==> src/rtl/pipe_ctrl_pkg.sv <==
// Shared pipeline-control types: flush FSM state encoding and jump kinds.
// Imported by flush_ctrl and by the jump unit that drives it.
package pipe_ctrl_pkg;

    typedef enum logic [1:0] {
        ST_RUN    = 2'd0,
        ST_STALL  = 2'd1,
        ST_FLUSH  = 2'd2,
        ST_REFILL = 2'd3
    } ctrl_state_t;

    typedef enum logic [1:0] {
        JT_JAL    = 2'd0,
        JT_JALR   = 2'd1,
        JT_BRANCH = 2'd2
    } jump_type_t;

    localparam int REFILL_CNT_W = 3;
    localparam int STAT_W       = 32;

endpackage

==> src/rtl/sat_counter.sv <==
// Saturating up-counter for pipeline statistics.
// Ports: clock, reset (sync, active-high), inc, count (holds at all-ones).
module sat_counter #(
    parameter int W = 32
) (
    input  logic         clock,
    input  logic         reset,
    input  logic         inc,
    output logic [W-1:0] count
);

    always_ff @(posedge clock) begin
        if (reset) begin
            count <= '0;
        end else if (inc && (count != '1)) begin
            count <= count + 1'b1;
        end
    end

endmodule

==> src/rtl/flush_ctrl.sv <==
// Pipeline flush/stall controller: turns jump-unit redirects and hazards
// into pc_sel/pc_next, per-stage stall/flush strobes and pipe_valid.
// Ports: clock, reset (sync, active-high); redirect, redirect_pc,
//   redirect_is_branch, halt_req, mem_wait in; pc_sel, pc_next,
//   stall_if/id, flush_if/id/ex, pipe_valid, redirect_cnt, stall_cnt out.
// Build macro FLUSH_CTRL_STATS_EN enables the statistics counters;
//   otherwise redirect_cnt and stall_cnt are tied to 0.
module flush_ctrl
    import pipe_ctrl_pkg::*;
#(
    parameter int PC_W          = 32,
    parameter int REFILL_CYCLES = 2
) (
    input  logic              clock,
    input  logic              reset,
    input  logic              redirect,
    input  logic [PC_W-1:0]   redirect_pc,
    input  logic              redirect_is_branch,
    input  logic              halt_req,
    input  logic              mem_wait,
    output logic              pc_sel,
    output logic [PC_W-1:0]   pc_next,
    output logic              stall_if,
    output logic              stall_id,
    output logic              flush_if,
    output logic              flush_id,
    output logic              flush_ex,
    output logic              pipe_valid,
    output logic [STAT_W-1:0] redirect_cnt,
    output logic [STAT_W-1:0] stall_cnt
);

    localparam logic [REFILL_CNT_W-1:0] REFILL_INIT =
        REFILL_CNT_W'(REFILL_CYCLES - 1);

    ctrl_state_t             state_q, state_d;
    logic [PC_W-1:0]         pc_q, pc_d;
    logic                    br_q, br_d;
    logic [REFILL_CNT_W-1:0] cnt_q, cnt_d;

    always_ff @(posedge clock) begin
        if (reset) begin
            state_q <= ST_RUN;
            pc_q    <= '0;
            br_q    <= 1'b0;
            cnt_q   <= '0;
        end else begin
            state_q <= state_d;
            pc_q    <= pc_d;
            br_q    <= br_d;
            cnt_q   <= cnt_d;
        end
    end

    // A redirect wins in every state: from FLUSH it simply re-enters FLUSH
    // with the new target, so no separate pending-redirect buffer is needed.
    always_comb begin
        state_d = state_q;
        pc_d    = pc_q;
        br_d    = br_q;
        cnt_d   = cnt_q;
        if (redirect) begin
            state_d = ST_FLUSH;
            pc_d    = redirect_pc;
            br_d    = redirect_is_branch;
            cnt_d   = '0;
        end else begin
            unique case (state_q)
                ST_RUN: begin
                    if (halt_req || mem_wait) state_d = ST_STALL;
                end
                ST_STALL: begin
                    if (!halt_req && !mem_wait) state_d = ST_RUN;
                end
                ST_FLUSH: begin
                    state_d = ST_REFILL;
                    cnt_d   = REFILL_INIT;
                end
                ST_REFILL: begin
                    if (!mem_wait) begin
                        if (cnt_q == '0) state_d = ST_RUN;
                        else             cnt_d   = cnt_q - 1'b1;
                    end
                end
                default: state_d = ST_RUN;
            endcase
        end
    end

    always_comb begin
        pc_sel     = 1'b0;
        flush_if   = 1'b0;
        flush_id   = 1'b0;
        flush_ex   = 1'b0;
        stall_if   = 1'b0;
        stall_id   = 1'b0;
        pipe_valid = 1'b0;
        unique case (1'b1)
            (state_q == ST_RUN): pipe_valid = 1'b1;
            (state_q == ST_STALL): begin
                stall_if = 1'b1;
                stall_id = 1'b1;
            end
            (state_q == ST_FLUSH): begin
                pc_sel   = 1'b1;
                flush_if = 1'b1;
                // Late branches already let younger ops reach ID/EX.
                flush_id = br_q;
                flush_ex = br_q;
            end
            default: ;
        endcase
    end

    assign pc_next = pc_q;

`ifdef FLUSH_CTRL_STATS_EN
    // Every accepted redirect enters FLUSH on the next edge.
    logic stall_inc;
    assign stall_inc = (state_q == ST_STALL);

    sat_counter #(.W(STAT_W)) u_redirect_cnt (
        .clock (clock),
        .reset (reset),
        .inc   (redirect),
        .count (redirect_cnt)
    );

    sat_counter #(.W(STAT_W)) u_stall_cnt (
        .clock (clock),
        .reset (reset),
        .inc   (stall_inc),
        .count (stall_cnt)
    );
`else
    assign redirect_cnt = '0;
    assign stall_cnt    = '0;
`endif

endmodule

==> config.mk <==
export PLATFORM = sky130hd
export DESIGN_NAME = flush_ctrl
export DESIGN_NICKNAME = d
export VERILOG_FILES = /design/src/rtl/pipe_ctrl_pkg.sv /design/src/rtl/sat_counter.sv /design/src/rtl/flush_ctrl.sv
export SDC_FILE = /design/constraint.sdc
export NUM_CORES = 1
export LEC_CHECK = 0
export ABC_AREA = 1
export CAP_MARGIN = 25
export CORE_UTILIZATION = 30
export CTS_CLUSTER_SIZE = 14
export DETAILED_ROUTE_END_ITERATION = 16
export GPL_TIMING_DRIVEN = 0
export PLACE_DENSITY = 0.71
export SYNTH_ARGS = -nofsm -noshare
export SYNTH_HDL_FRONTEND = slang
export SYNTH_SLANG_ARGS = --single-unit
==> constraint.sdc <==
create_clock -name clock -period 2.2 [get_ports clock]
set_input_delay 0.22 -clock clock [delete_from_list [all_inputs] [get_ports clock]]
set_output_delay 0.22 -clock clock [all_outputs]
set_load 0.05 [all_outputs]
==> run_results.csv, run 1 <==
group,metric,value,unit
timing,rsz0062_at_grt,"false",
timing,hold_slack,0.457,ns
yosys,synth_top_area_cell,"dfxtp_1",
worst_hold_path,worst_hold_startpoint,"br_q",
cts,h-tree-depth,2,
timing,final_max_slew_viol_count,0,
worst_setup_path,timing.rr.start,"cnt_q[0]",
worst_setup_path,reg2regPathDepth,6,
routing,wl,4510,microns
placement,port_buffers,76,
timing,hold_viol_final,0,
cells_and_area,fin_util,51.5,%
power,combPwrFrac,38.1,%
die,rows,28,
worst_setup_path,rrSetupSlack,1.06,ns
worst_setup_path,regToRegEndpoint,"cnt_q[0]",
worst_setup_path,setup.worst_path.start,"state_q[0]",
cts,cts_inserted_buffers,5,
worst_setup_path,end_kind,"output pin",
worst_setup_path,arrival,1.82,ns
yosys,synth.avg_cell_area,7.54,sq um
yosys,synth_area_leaders,"dfxtp_1 39%, buf_4 26%, nor2_1 13%",
power,power_per_cell_area,646,nW/um^2
timing,timing.final.crit_share,92.5,%
routing,via_count,1802,
cts,clk_pin_slew,0.07,ns
yosys,synth_top_area_share,39.3,%
routing,first_pass_iters,4,
routing,avgViaCountPerCell,3.76,
cts,postCtsHoldBufs,0,
worst_setup_path,cp_max_fo,6,
yosys,ys_types,19,
cells_and_area,diodes,0,
cts,cts_tree,"built",
routing,wl_per_cell,9.42,microns
cts,cts_root_buf,"clkbuf_8",
cts,clock-sinks,38,
die,fp.dieH,82.4,microns
power,swShare,38.8,%
worst_hold_path,holdPathEnd,"br_q",
cts,clock_latency,0.28,ns
global_routing,grt_pass1_wl,7030,microns
timing,worstMarginPinSlew,0.531,ns
cells_and_area,layout-drive-gt1-share,21.5,%
power,switchingPower,0.783,mW
die,die_x,82.4,microns
die,io_pins,141,
worst_hold_path,holdPathStages,2,
routing,final_antenna_net_count,0,
cells_and_area,fin_area,3120,sq um
timing,skew,0.000478,ns
timing,fin_crit,2.04,ns
placement,routabilityCongestion,0.683,
power,p_leak,1.57,nW
cts,post_cts.repair.setup_buffers,0,
outcome,status,"complete, no violations",
global_routing,grt_overflow,0,
timing,fmax,491,MHz
placement,placed_area,3030,sq um
placement,place_ws,0.273,ns
power,clkPwrFrac,24.4,%
yosys,synth_area,1940,sq um
die,die-area,6790,sq um
timing,setup_slack,0.165,ns
placement,dp_hpwl,3520,microns
cells_and_area,synthToLayoutAreaGrowth,61.1,%
power,ir_drop,0.393,mV
global_routing,grtUsageTotal,13.7,%
timing,max_slew_margin,64.5,%
yosys,ys_seq_elements,38,
worst_setup_path,path_class,"register to output pin",
timing,fin_setup_tns,0,ns
routing,drt_iter0_markers,54,
yosys,yosysWarnings,0,
worst_setup_path,cp-start-kind,"register",
global_routing,antenna_found_initial,0,
routing,drc,0,
global_routing,grt_max_degree,12,
cells_and_area,num-fill-cells,621,
power,power_frac_seq,37.5,%
worst_setup_path,critical_path_required,1.98,ns
cts,clockBufferDepth,2,
timing,setup_viol,0,
power,p_int,1.23,mW
cells_and_area,fin_nets,443,
die,start_util,32.0,%
yosys,netlist_instances,257,
yosys,seq_area_frac_synth,39.3,%
run,drv_cap,0,
die,core_area,6060,sq um
global_routing,grt_pass1_vias,1546,
worst_hold_path,hold_class,"register to register",
worst max path at each step:
stage                to  slack, ns  cells after the start
4_1_cts        flush_ex       0.01                      3
3_3_place_gp   flush_id       0.28                      4
2_1_floorplan  flush_id       0.41                      3
5_1_grt        stall_if       0.03                      4
6_report       stall_if       0.16                      4
3_5_place_dp   flush_id       0.27                      4
area by class of cell:
type / count / area (sq um) / share of cell area (%)
timing repair buffer: 76 / 763 / 24.4
inverter: 12 / 45.0 / 1.44
tap: 75 / 93.8 / 3.00
clock buffer: 7 / 86.3 / 2.76
sequential: 38 / 761 / 24.4
buffer: 76 / 544 / 17.4
clock inverter: 1 / 5.00 / 0.160
multi-input combinational: 194 / 825 / 26.4
stage by stage:
step                      instances  total power, mW
final                           479             2.02
after global routing            479             2.13
after CTS                       479             2.04
after detailed placement        471             1.54
after global placement          471             1.53
after floorplan                 320             1.35
kinds of logic after synthesis:
logic type | Yosys count | synth area share, %
compound gates | 39 | 10.3
fa+ha+maj | 2 | 1.29
buf+inv | 88 | 30.4
flops | 38 | 39.3
other cells | 1 | 0.193
simple gates | 89 | 18.6
repair_timing:
item,in CTS,in global routing
cloned,0,0
endpoints found under the setup margin,2,2
resized for setup,2,2
critical path: stages, from the launching register on:
cell	delay, ns
dfxtp_1	0.42
inv_1	0.08
nor2_1	0.13
buf_4	0.12
clkdlybuf4s50_1	0.78
registers in the layout, indices dropped and copies added (netlist names):
signal	cells
br_q	1
cnt_q	3
pc_next	32
state_q	2
per-layer routing:
metal | track usage (%) | vias up | share of wire, %
li1 | - | 960 | -
met1 | 15.6 | 732 | 39
met2 | 22.6 | 101 | 45
met3 | 5.71 | 9 | 15
met4 | 5.44 | 0 | 1.6
met5 | 0 | - | 0
power by group through the flow:
| stage | logic (mW) | clock network (mW) | registers, mW |
|---|---|---|---|
| 6_report | 0.768 | 0.493 | 0.755 |
| 5_1_grt | 0.817 | 0.552 | 0.762 |
| 4_1_cts | 0.768 | 0.518 | 0.756 |
| 3_5_place_dp | 0.768 | 0 | 0.772 |
| 3_3_place_gp | 0.765 | 0 | 0.769 |
| 2_1_floorplan | 0.442 | 0 | 0.909 |
synth_stat cells:
cell,n
nor2_1,69
nand2_2,3
buf_4,67
nand2_1,8
clkbuf_2,2
ha_1,2
conb_1,1
inv_2,2
dfxtp_1,38
a21oi_2,1
inv_1,10
a21oi_1,4
nand4_1,1
nor3_1,3
buf_2,4
clkbuf_1,3
nand3_1,4
nor2_4,1
o21ai_0,34
placed cells by master, fill, tap and decap left out, drive strengths merged:
cell / synthesis / final
nor2: 70 / 70
o21ai: 34 / 34
dfxtp: 38 / 38
a21oi: 5 / 5
dlygate4sd2: 0 / 2
nand3: 4 / 4
ha: 2 / 2
clkbuf: 5 / 12
clkdlybuf4s50: 0 / 72
conb: 1 / 64
dlymetal6s2s: 0 / 2
nor3: 3 / 3
buf: 71 / 71
clkinv: 0 / 1
nand4: 1 / 1
inv: 12 / 12
nand2: 11 / 11
(Power assumes the default switching activity.)
==> run 2, diff against run 1 <==
--- a/config.mk
+++ b/config.mk
@@ -8,6 +8,7 @@
 export ABC_AREA = 1
 export CAP_MARGIN = 25
 export CORE_UTILIZATION = 30
+export CTS_BUF_LIST = sky130_fd_sc_hd__clkbuf_4
 export CTS_CLUSTER_SIZE = 14
 export DETAILED_ROUTE_END_ITERATION = 16
 export GPL_TIMING_DRIVEN = 0
==> run 2 against run 1 <==
Sequential cell count did not move. Combinational power is essentially flat. Critical path depth is 1 lower. Die area did not move. Hold slack got worse by 0.014 ns. Sequential share of layout area rose by 0.31 points. Critical endpoint is now stall_id.
==> run_results.csv, run 2 (same netlist as run 1, synthesis figures left out) <==
group,metric,value,unit
placement,routabilityCongestion,0.683,
worst_setup_path,path_delay_family,"buffers and inverters",
worst_setup_path,crit_chain,"inv_1 > nor2_1 > clkdlybuf4s50_1",
worst_hold_path,worst_hold_startpoint,"redirect_pc[25]",
cells_and_area,layout_commonest_cell,"clkdlybuf4s50_1",
timing,skew,0.000424,ns
worst_setup_path,timing.rr.start,"cnt_q[0]",
die,die-area,6790,sq um
worst_hold_path,hold_class,"input pin to register",
worst_setup_path,path_class,"register to output pin",
timing,hold_viol_final,0,
cells_and_area,fin_nets,443,
outcome,status,"complete, no violations",
cells_and_area,diodes,0,
global_routing,grtUsageTotal,13.5,%
worst_setup_path,crit_path_top_delay_cell,"clkdlybuf4s50_1",
worst_hold_path,holdPathStages,3,
worst_setup_path,cp_max_fo,6,
routing,final_antenna_net_count,0,
placement,port_buffers,76,
cells_and_area,multiInputGateArea,825,sq um
worst_setup_path,cp-start-kind,"register",
timing,fin_crit,2.02,ns
die,core_area,6060,sq um
worst_hold_path,holdPathEnd,"pc_next[25]",
timing,setup_viol,0,
cts,cts_root_buf,"clkbuf_4",
timing,final_max_slew_viol_count,0,
cells_and_area,final_cell_mix,"71 x clkdlybuf4s50_1, 69 x nor2_1, 67 x buf_4",
run,drv_cap,0,
routing,wl,4470,microns
routing,drt_iter0_markers,53,
routing,avgViaCountPerCell,3.76,
placement,dp_hpwl,3520,microns
cts,clock_latency,0.33,ns
worst_setup_path,max_stage_delay,0.82,ns
worst_setup_path,reg2regPathDepth,6,
timing,timing.final.crit_share,91.7,%
global_routing,antenna_found_initial,0,
global_routing,grt_overflow,0,
timing,fmax,496,MHz
die,fp.dieH,82.4,microns
cells_and_area,largest_reg_flops,32,
cells_and_area,final-seq-area,761,sq um
placement,dp.cells,471,
power,p_leak,1.56,nW
global_routing,grt_pass1_vias,1519,
timing,worstMarginPinSlew,0.531,ns
worst_setup_path,end_kind,"output pin",
worst_setup_path,arrival,1.80,ns
cts,clk_pin_slew,0.11,ns
worst_setup_path,regToRegEndpoint,"cnt_q[0]",
cts,h-tree-depth,2,
timing,rsz0062_at_grt,"false",
global_routing,grt_pass1_wl,6960,microns
cells_and_area,layout-drive-gt1-share,21.5,%
worst_setup_path,path_buf_inv,2,
die,die_x,82.4,microns
cells_and_area,finalNonFillerCells,479,
routing,drc,0,
cts,postCtsHoldBufs,0,
cts,cts_tree,"built",
die,start_util,32.0,%
worst_setup_path,critical_path_required,1.98,ns
timing,max_slew_margin,64.5,%
worst_setup_path,rrSetupSlack,1.06,ns
die,io_pins,141,
cells_and_area,synthToLayoutAreaGrowth,59.1,%
routing,wl_per_cell,9.33,microns
timing,hold_slack,0.443,ns
cts,clockBufferDepth,2,
power,ir_drop,0.373,mV
power,power,1.88,mW
cts,cts_inserted_buffers,5,
cts,clock-sinks,38,
routing,first_pass_iters,4,
cts,post_cts.repair.setup_buffers,0,
die,rows,28,
cells_and_area,fin_util,50.9,%
timing,fin_setup_tns,0,ns
routing,via_count,1799,
power,power_per_cell_area,609,nW/um^2
cells_and_area,num-fill-cells,623,
global_routing,grt_max_degree,12,
==> run 2: worst min-delay path: stages <==
cell             delay (ns)
clkdlybuf4s50_1        0.40
nand2_1                0.06
a21oi_1                0.05
==> run 2: per-layer routing <==
metal	part of all wire, %	vias up	track usage (%)
met3	15	8	5.71
met5	0	-	0
met4	1.7	0	4.91
met1	39	729	15.6
met2	44	97	22.2
li1	-	965	-
==> run 2: repair_timing <==
| item | in CTS | in global routing |
|---|---|---|
| endpoints found under the hold margin | 0 | 0 |
| endpoints found under the setup margin | 3 | 2 |
| gates resized for setup | 3 | 2 |
==> run 2: cell type report <==
class | instances | area share [%]
multi-input combinational | 194 | 26.7
sequential | 38 | 24.7
clock buffer | 6 | 1.46
inverter | 12 | 1.46
tap | 75 | 3.04
buffer | 76 | 17.6
clock inverter | 2 | 0.284
timing repair buffer | 76 | 24.7
==> run 2: stage by stage <==
stage	cell area (sq um)	setup WS, ns
after floorplan	2170	0.406
after global placement	3030	0.285
after detailed placement	3030	0.273
after CTS	3080	0.000381
after global routing	3080	0.0277
final	3080	0.183
==> run 2: worst max path at each step <==
stage                from        to  slack (ns)  cells after the start
3_5_place_dp   state_q[1]  flush_id        0.27                      4
2_1_floorplan  state_q[1]  flush_id        0.41                      3
4_1_cts        state_q[1]  flush_if      0.0004                      3
3_3_place_gp   state_q[1]  flush_id        0.28                      4
6_report       state_q[0]  stall_id        0.18                      3
5_1_grt        state_q[0]  stall_id        0.03                      3
==> run 2: report_power, final <==
| group | internal (mW) | total [mW] | switching, mW | leakage, nW |
|---|---|---|---|---|
| Clock | 0.133 | 0.356 | 0.223 | 0.0331 |
| Sequential | 0.733 | 0.755 | 0.0226 | 0.315 |
| Combinational | 0.248 | 0.767 | 0.520 | 1.21 |
| Total | 1.11 | 1.88 | 0.766 | 1.56 |
